### src/rtl/seq_mult_pkg.sv
// seq_mult_pkg: FSM state encoding and default operand width for seq_mult
package seq_mult_pkg;
  typedef enum logic [1:0] {IDLE, RUN, DONE} state_t;
  localparam int SEQ_MULT_DEFAULT_WIDTH = 8;
endpackage

### src/rtl/seq_mult_ctrl.sv
// seq_mult_ctrl: IDLE/RUN/DONE sequencer and RUN-cycle bit counter for seq_mult
module seq_mult_ctrl
  import seq_mult_pkg::*;
#(
  parameter int WIDTH = SEQ_MULT_DEFAULT_WIDTH
) (
  input  logic CLK,
  input  logic RST,
  input  logic start,
  output logic load,
  output logic step,
  output logic last,
  output logic finish,
  output logic busy
);
  localparam int CW = $clog2(WIDTH + 1);
  state_t st, nxt;
  logic [CW-1:0] cnt;
  assign load   = (st == IDLE) && start;
  assign step   = (st == RUN);
  assign last   = step && (cnt == CW'(WIDTH - 1));
  assign finish = (st == DONE);
  assign busy   = (st != IDLE);
  // State register; a low RST returns to IDLE and drops any request seen with it
  always_ff @(posedge CLK)
    st <= !RST ? IDLE : nxt;
  // Next state: start is only honoured in IDLE, RUN always spans WIDTH cycles
  always_comb begin
    nxt = st;
    nxt = (st == IDLE) ? (start ? RUN : IDLE) : (st == RUN) ? (last ? DONE : RUN) : IDLE;
  end
  // Bit counter: cleared on accept, advances once per RUN cycle
  always_ff @(posedge CLK)
    if (!RST || load) cnt <= '0;
    else if (step) cnt <= cnt + CW'(1);
endmodule

### src/rtl/seq_mult.sv
// seq_mult: shift-and-add multiplier, WIDTH+1 cycle latency; SEQ_MULT_SIGNED_EN selects two's-complement operands
module seq_mult
  import seq_mult_pkg::*;
#(
  parameter int WIDTH = SEQ_MULT_DEFAULT_WIDTH
) (
  input  logic               CLK,
  input  logic               RST,
  input  logic               start,
  input  logic [WIDTH-1:0]   A,
  input  logic [WIDTH-1:0]   B,
  output logic               busy,
  output logic               done,
  output logic [2*WIDTH-1:0] product
);
`ifdef SEQ_MULT_SIGNED_EN
  localparam bit SGN = 1'b1;
`else
  localparam bit SGN = 1'b0;
`endif
  logic load, step, last, finish, sub;
  logic [2*WIDTH-1:0] mcand, acc;
  logic [WIDTH-1:0] mplier;
  seq_mult_ctrl #(.WIDTH(WIDTH)) u_ctrl (
    .CLK(CLK), .RST(RST), .start(start),
    .load(load), .step(step), .last(last), .finish(finish), .busy(busy)
  );
  // Top multiplier bit carries negative weight in the signed build
  assign sub = SGN && last;
  // Operand capture and one partial product per RUN cycle, LSB of the multiplier first
  always_ff @(posedge CLK)
    if (!RST) begin
      mcand  <= '0;
      mplier <= '0;
      acc    <= '0;
    end else if (load) begin
      mcand  <= {{WIDTH{SGN && A[WIDTH-1]}}, A};
      mplier <= B;
      acc    <= '0;
    end else if (step) begin
      acc    <= mplier[0] ? (sub ? acc - mcand : acc + mcand) : acc;
      mcand  <= mcand << 1;
      mplier <= mplier >> 1;
    end
  // Result register and one-cycle done pulse on leaving DONE
  always_ff @(posedge CLK)
    if (!RST) begin
      product <= '0;
      done    <= 1'b0;
    end else begin
      product <= finish ? acc : product;
      done    <= finish;
    end
endmodule
### config.mk
export PLATFORM = sky130hd
export DESIGN_NAME = seq_mult
export DESIGN_NICKNAME = d
export VERILOG_FILES = /design/src/rtl/seq_mult_pkg.sv /design/src/rtl/seq_mult_ctrl.sv /design/src/rtl/seq_mult.sv
export SDC_FILE = /design/constraint.sdc
export NUM_CORES = 1
export LEC_CHECK = 0
export CAP_MARGIN = 20
export CORE_MARGIN = 1.5
export CORE_UTILIZATION = 45
export CTS_BUF_LIST = sky130_fd_sc_hd__clkbuf_4
export CTS_CLUSTER_SIZE = 40
export DETAILED_ROUTE_END_ITERATION = 8
export PLACE_DENSITY = 0.7
export REMOVE_ABC_BUFFERS = 1
export SETUP_SLACK_MARGIN = 0.5
export SYNTH_ARGS = -nofsm -noshare
export SYNTH_HDL_FRONTEND = slang
export SYNTH_SLANG_ARGS = --single-unit
### constraint.sdc
create_clock -name CLK -period 3.59 [get_ports CLK]
set_clock_uncertainty 0.1 [all_clocks]
set_input_delay 0.5385 -clock CLK [delete_from_list [all_inputs] [get_ports CLK]]
set_output_delay 0.5385 -clock CLK [all_outputs]
set_load 0.1 [all_outputs]
---- Yosys cells after proc, flatten, opt, wreduce, memory -nomap -nowiden ----
Index checks and enable logic that the tools add are counted.
cells by class
  add/subtract/negate cells ............... 2
  $mul .................................... 0
  divide/modulo/power cells ............... 0
  order comparisons ....................... 0
  equal/unequal tests ..................... 3
  shift operators ......................... 0
  multiplexer cells ....................... 8
  bitwise logic cells ..................... 1
  reductions and logical operators ........ 9
operators by type and width
  operator                                                                count
  8-bit two-way mux                                                       4
  16-bit adder                                                            1
  2-bit two-way mux                                                       3
  4-bit by 1-bit adder with 4-bit output (second input constant)          1
  4-bit by 3-bit equality test with 1-bit output (second input constant)  1
  2-bit nonzero test                                                      2
  2-bit by 1-bit equality test with 1-bit output (second input constant)  1
  2-bit equality test (second input constant)                             1
  1-bit logical AND                                                       2
  2-bit logical NOT                                                       1
  2-bit AND reduction                                                     1
  2-bit OR reduction                                                      1
  1-bit logical NOT                                                       1
  1-bit logical OR                                                        1
  1-bit two-way mux                                                       1
  1-bit NOT                                                               1
storage, ports and cells
  bits in registers ....................... 63
  latch bits .............................. 0
  bits in writable memories ............... 0
  bits in read-only memories .............. 0
  input bits .............................. 19
  logic and storage cells ................. 31
  memories kept ........................... 0

---- Logic depth before layout (Yosys ltp) ----
Gate-level depths: netlist of run 1.
  depth in word-level cells ............... 5
  depth in mapped cells ................... 8
  mapped depth without buffers ............ 8

---- Cells and area by module ----
A second synthesis of run 1 with hierarchy kept.
unflattened totals
  cell total of the unflattened synthesis .. 355
  area, all modules ....................... 3205.6 µm²
modules (own cells, without submodules)
  module         times used  cells an instance  area each (µm²)  seq. area each (µm²)
  seq_mult       1           322                2907.8           1141.1
  seq_mult_ctrl  1           33                 297.8            120.1

---- Worst setup path before layout of run 1 ----
No wires, ideal clock.
  kind .................................... reg-to-reg
  start point ............................. reg mcand[0]
  end point ............................... reg acc[10]
  library setup time ...................... 0.117 ns
  arrival ................................. 1.786 ns
  data required time ...................... 3.373 ns
  slack ................................... 1.587 ns
  stages on the path, launching flop included .. 9
  clock period less this slack ............ 2.003 ns
  cell sequence ........................... dfxtp_1 -> ha_1 -> fa_1 -> a21oi_1 -> o21ai_0 -> a32oi_1 -> a31oi_1 -> mux2i_1 -> nand2_1
between the ends
  longest elaborated chain between the ends .. 1
ends and longest elaborated chain
  element                   RTL line        RTL
  start: declaration        seq_mult.sv:22  logic [2*WIDTH-1:0] mcand, acc;
  start signal: assignment  seq_mult.sv:37  mcand <= {{WIDTH{SGN && A[WIDTH-1]}}, A};
  start signal: assignment  seq_mult.sv:42  mcand <= mcand << 1;
  16-bit adder              seq_mult.sv:41  acc <= mplier[0] ? (sub ? acc - mcand : acc + mcand) : acc;
  end signal: assignment    seq_mult.sv:41
  end: declaration          seq_mult.sv:22
Every way passes these cells.
A chain may end at the register's enable or synchronous reset.

---- Final worst setup path of run 1 ----
  start point ............................. reg u_ctrl.st[1]
  end point ............................... out busy
between the ends
  longest elaborated chain between the ends .. 1
ends and longest elaborated chain
  element                   RTL line             RTL
  start: declaration        seq_mult_ctrl.sv:17  state_t st, nxt;
  start signal: assignment  seq_mult_ctrl.sv:26  st <= !RST ? IDLE : nxt;
  2-bit nonzero test        seq_mult_ctrl.sv:23  assign busy = (st != IDLE);
  end: declaration          seq_mult.sv:12       output logic busy,
Every way passes these cells.

==> impl_metrics.tcl, run 1 <==
set metrics [dict create \
    cts_setup_buffers 0 \
    hp-start "product[9]" \
    drv_slew 0 \
    place_congestion 0.904 \
    cap_violations 0 \
    whs_endpoint "product[9]" \
    synth_seq_cells 63 \
    syn_inst 380 \
    drive_gt1_share_pct 6.24 \
    avgSynthCellArea_sq_um 8.16 \
    row_count 30 \
    r2r_cells 8 \
    fmax_ghz 0.369 \
    ir_drop_mv 0.174 \
    place_hpwl_um 4580 \
    syn-cell-area_sq_um 3100 \
    setup_viol 0 \
    cellPowerDensity_nw_per_um2 360 \
    finalHoldViolations 0 \
    grt.total_usage_pct 19.4 \
    drt_iter0_drc 119 \
    port_buffers 36 \
    routed_wl_um 6630 \
    worstPathRequired_ns 2.95 \
    synth_edf_count 0 \
    nets 448 \
    rsz0062_at_grt "false" \
    timing.rr.end "acc[10]" \
    rr_startpoint "mcand[0]" \
    synthFlopType "dfxtp_1" \
    postPlaceCellArea_sq_um 3520 \
    path_class "reg -> out" \
    holdBufCountCts 0 \
    grt_pass1_vias 2457 \
    drcViolationCount 0 \
    drtPass1Iterations 4 \
    slew_headroom_pct 35.3 \
    regToRegSetupSlack_ns 1.24 \
    grt_overflow 0 \
    clockRootBuffer "clkbuf_4" \
    antenna_left 0 \
    coreArea_sq_um 6720 \
    cts_buffers 9 \
    clock_sinks 63 \
    multi_input_area_sq_um 1740 \
    yosysSeqAreaShare_pct 40.7 \
    grt_pass1_wl_um 11200 \
    leakagePower_nw 1.31 \
    status "complete, no violations" \
    cp-end-kind "primary output" \
    yosys_warnings 0 \
    path_max_fanout 5 \
    worst_pin_slew_ns 0.967 \
    finalCritPeriodShare_pct 75.4 \
    grt_max_degree 38 \
    clock_path_buffers 2 \
    worstHoldPathType "reg -> reg" \
    num_antenna_cells 0 \
    synth.distinct_cells 42 \
    num_io_pins 37 \
    cts_resized 0 \
    clock_latency_ns 0.41 \
    die_x_um 86.0 \
    htreeDepth 3 \
    worstSetupStartpointType "register" \
    vias_per_cell 5.49 \
    syn2layout_area_growth_pct 17.8 \
    die_h_um 86.0 \
    ff_latch_area_sq_um 1260 \
    dieArea_sq_um 7400 \
    final_area_sq_um 3650 \
    arrival_ns 2.07 \
    whs_path_depth 2 \
    cts.clk_slew.worst_paths_ns 0.11 \
    start_util_pct 46.1 \
    fill_cells 629 \
    antenna_found_initial 0 \
    hold_ws_ns 0.367 \
    vias 2727 \
    setup_tns_ns 0 \
    worstSetupStartpoint "u_ctrl.st[1]" \
    async_reset_ff_share_pct 0 \
    wire_per_inst_um 13.3 \
    period_needed_ns 2.71 \
    cts_tree "done" \
]
[cells in the final DEF (no fill, tap or decap), types with 9 or more instances in the layout]
| master | instances |
|---|---|
| a22oi_1 | 14 |
| xnor2_1 | 9 |
| ha_1 | 16 |
| a21oi_1 | 33 |
| o21ai_0 | 13 |
| nor2_1 | 14 |
| dfxtp_1 | 63 |
| clkdlybuf4s50_1 | 36 |
| a21boi_0 | 32 |
| nand3_1 | 11 |
| clkbuf_4 | 9 |
| nand2_1 | 94 |
[through the flow]
stage	std cells	power (W)	setup slack, ns	util (%)
2_1_floorplan	359	0.000810	0.868	-
5_1_grt	497	0.00138	0.779	54.3
3_3_place_gp	481	0.000861	1.34	52.4
4_1_cts	497	0.00133	0.846	54.3
3_5_place_dp	481	0.000863	1.29	52.4
6_report	497	0.00132	0.882	54.3
[report_power, final]
part	leakage [nW]	internal (W)	switching (W)
Sequential	0.510	0.000714	0.0000119
Clock	0.0691	0.000206	0.000262
Combinational	0.735	0.0000513	0.0000699
[registers in the layout (all words and copies together), names as in the netlist]
name	flops
mplier	8
product	16
u_ctrl.cnt	4
acc	16
mcand	16
done	1
u_ctrl.st	2
[area by class of cell]
| cell class | count | area share (%) |
|---|---|---|
| Multi-Input combinational cell | 293 | 47.7 |
| Timing Repair Buffer | 42 | 11.1 |
| Clock buffer | 9 | 1.85 |
| Sequential cell | 63 | 34.5 |
| Inverter | 3 | 0.308 |
| Clock inverter | 7 | 1.75 |
| Tap cell | 80 | 2.74 |
[cell families after synthesis]
logic type / synth area share [%]
xor gates and xnor gates: 3.11
adders and majority gates: 7.10
buffers and inverters: 3.23
DFF: 40.7
muxes: 1.29
and+or+nand+nor: 21.5
AOI/OAI and AO/OA: 23.1
[synth_stat cells, types with 2 or more instances]
cell type	number	area, sq um
xnor2_1	9	78.8
dfxtp_1	63	1260
inv_1	3	11.3
a21boi_0	32	240
nand2_1	94	353
a22oi_1	14	105
nor2b_1	4	25.0
nor4_1	2	12.5
clkbuf_1	12	45.0
nand4_1	3	18.8
o21bai_1	2	15.0
and3_1	5	31.3
a211oi_1	3	22.5
mux2i_1	4	40.0
nor2_1	14	52.6
buf_2	8	40.0
a21oi_1	33	165
and4_1	2	17.5
o21ai_0	13	65.1
nand3_1	11	55.1
nand2b_1	3	18.8
ha_1	16	200
and2_1	5	31.3
o21a_1	3	22.5
nor3_1	4	20.0
xor2_1	2	17.5
[worst max-delay path, stage by stage (launching register included)]
cell,delay (ns)
dfxtp_1,0.41
nor2_1,0.08
inv_1,0.05
clkdlybuf4s50_1,1.11
[worst max path at each step]
stage          cells past startpoint      end  slack [ns]
2_1_floorplan                      5  acc[15]        0.87
3_3_place_gp                       8  acc[10]        1.34
3_5_place_dp                       5   acc[2]        1.29
4_1_cts                            3     busy        0.85
5_1_grt                            3     busy        0.78
6_report                           3     busy        0.88
[routing by layer]
metal  vias up  share of wire [%]  global-route usage, %
met5         -                  0                      0
met4         0                1.6                   9.09
met3        12                4.0                   3.46
met2        72                 47                   32.2
met1      1244                 48                   24.4
li1       1399                  -                      -
Power figures use the tool's default switching activity.
==> run 2, diff against run 1 <==
- PLACE_DENSITY: 0.7 -> 0.72
- clock period: 3.59 -> 2.4 ns (I/O delays scaled with it)
==> impl_metrics.tcl, run 2 (same netlist as run 1, synthesis figures left out) <==
set metrics [dict create \
    ff_latch_area_sq_um 1270 \
    leakagePower_nw 1.39 \
    cts_tree "done" \
    syn2layout_area_growth_pct 25.2 \
    die_h_um 86.0 \
    finalNonFillerCells 505 \
    clock_path_buffers 2 \
    drive_gt1_share_pct 19.3 \
    layout_commonest_cell "nand2_1" \
    grt_pass1_vias 2642 \
    place_hpwl_um 4810 \
    routed_wl_um 7140 \
    drt_iter0_drc 112 \
    clock_sinks 63 \
    path_class "reg -> reg" \
    grt_max_degree 36 \
    final_cell_mix "nand2_1 (93), dfxtp_1 (59), buf_4 (33)" \
    drv_slew 0 \
    status "complete, no violations" \
    finalCritPeriodShare_pct 81.8 \
    period_needed_ns 1.96 \
    cap_violations 0 \
    place_congestion 0.911 \
    cts.clk_slew.worst_paths_ns 0.10 \
    setup_tns_ns 0 \
    arrival_ns 2.18 \
    grt_pass1_wl_um 12000 \
    die_x_um 86.0 \
    wire_per_inst_um 14.1 \
    port_buffers 36 \
    worstHoldPathType "reg -> reg" \
    dieArea_sq_um 7400 \
    fill_cells 615 \
    grt_overflow 0 \
    clock_latency_ns 0.41 \
    max_stage_delay_ns 0.37 \
    row_count 30 \
    slew_headroom_pct 50.7 \
    cp_slowest_cell "fa_2" \
    multi_input_area_sq_um 1960 \
    grt.total_usage_pct 20.8 \
    worst_pin_slew_ns 0.740 \
    antenna_found_initial 0 \
    num_io_pins 37 \
    placed_cells 485 \
    drcViolationCount 0 \
    worstPathCellList "ha_4, fa_2, a21oi_4, o21ai_2, a32oi_4, a31oi_1, mux2i_1, nand2_1" \
    path_max_fanout 4 \
    coreArea_sq_um 6720 \
    cts_buffers 9 \
    setup_viol 0 \
    drtPass1Iterations 4 \
    worstSetupStartpointType "register" \
    vias_per_cell 5.46 \
    finalHoldViolations 0 \
    worstPathRequired_ns 2.62 \
    ir_drop_mv 0.322 \
    num_antenna_cells 0 \
    rsz0062_at_grt "true" \
    cp-end-kind "register" \
    totalPowerFinal_w 0.00197 \
    antenna_left 0 \
    cellPowerDensity_nw_per_um2 508 \
    nets 457 \
    largest_registers "acc: 16 flops, mcand: 16 flops, product: 16 flops" \
    clockRootBuffer "clkbuf_4" \
    start_util_pct 46.1 \
    fmax_ghz 0.509 \
    vias 2755 \
    htreeDepth 3 \
]
## run 2: cell count changes in the layout (fill, tap and decap cells not counted), moves of 4 or more
cell / before / now
dfxtp_2: 0 / 4
clkdlybuf4s50_1: 36 / 18
buf_4: 6 / 33
dfxtp_1: 63 / 59
a21oi_2: 0 / 6
o21ai_0: 13 / 8
ha_1: 16 / 6
o21ai_1: 1 / 5
ha_4: 0 / 9
a21oi_1: 33 / 25
## run 2: area by class of cell
cell class	count	area share, %
Multi-Input combinational cell	293	50.4
Sequential cell	63	32.6
Timing Repair Buffer	51	11.0
Tap cell	80	2.58
Clock buffer	9	1.74
Clock inverter	6	1.35
Inverter	3	0.290
## run 2: power breakdown
group	switching (W)	leakage, nW	internal [W]
Clock	0.000376	0.0704	0.000300
Sequential	0.0000217	0.512	0.00107
Combinational	0.000114	0.803	0.0000916
Total	0.000512	1.39	0.00146
## run 2: layer usage
layer | vias to the layer above | wire, um | GRT usage (%)
met2 | 69 | 3420 | 34.9
li1 | 1405 | - | -
met4 | 0 | 176 | 9.38
met1 | 1263 | 3210 | 25.3
met5 | - | 0 | 0
met3 | 18 | 332 | 4.81
## run 2: path summary, 6_finish.rpt
check,depth (start not counted),endpoint,start,slack (ns)
worst min-delay path,2,product[13],product[13],0.37
worst min register to register,2,product[13],product[13],0.37
worst max-delay path,8,acc[10],acc[0],0.44
worst max register to register,8,acc[10],acc[0],0.44
## run 2: worst max-delay path, delay by kind of cell (launching register included)
| family | cells | cell delay, ns |
|---|---|---|
| AO/OA/AOI/OAI | 4 | 0.66 |
| adder cells (fa/ha/maj) | 2 | 0.53 |
| AND/OR/NAND/NOR | 1 | 0.06 |
| multiplexers | 1 | 0.16 |
| flip-flops | 1 | 0.35 |
## run 2: what timing repair did
| item | CTS | global route |
|---|---|---|
| endpoints found under the hold margin | 0 | 0 |
| gates cloned | 0 | 0 |
| setup buffers | 5 | 0 |
| hold buffers | 0 | 0 |
| endpoints found under the setup margin | 10 | 12 |
| pin swaps | 8 | 10 |
| resized for setup | 32 | 13 |
## run 2: stage by stage
step           utilization [%]  hold slack (ns)  area [sq um]  worst slack (ns)
6_report                  57.8            0.368          3880             0.437
3_5_place_dp              52.2            0.356          3500            0.0728
4_1_cts                   56.6            0.370          3800             0.400
5_1_grt                   57.8            0.391          3880             0.374
2_1_floorplan                -            0.344          3010            -0.322
3_3_place_gp              52.2            0.350          3500             0.126
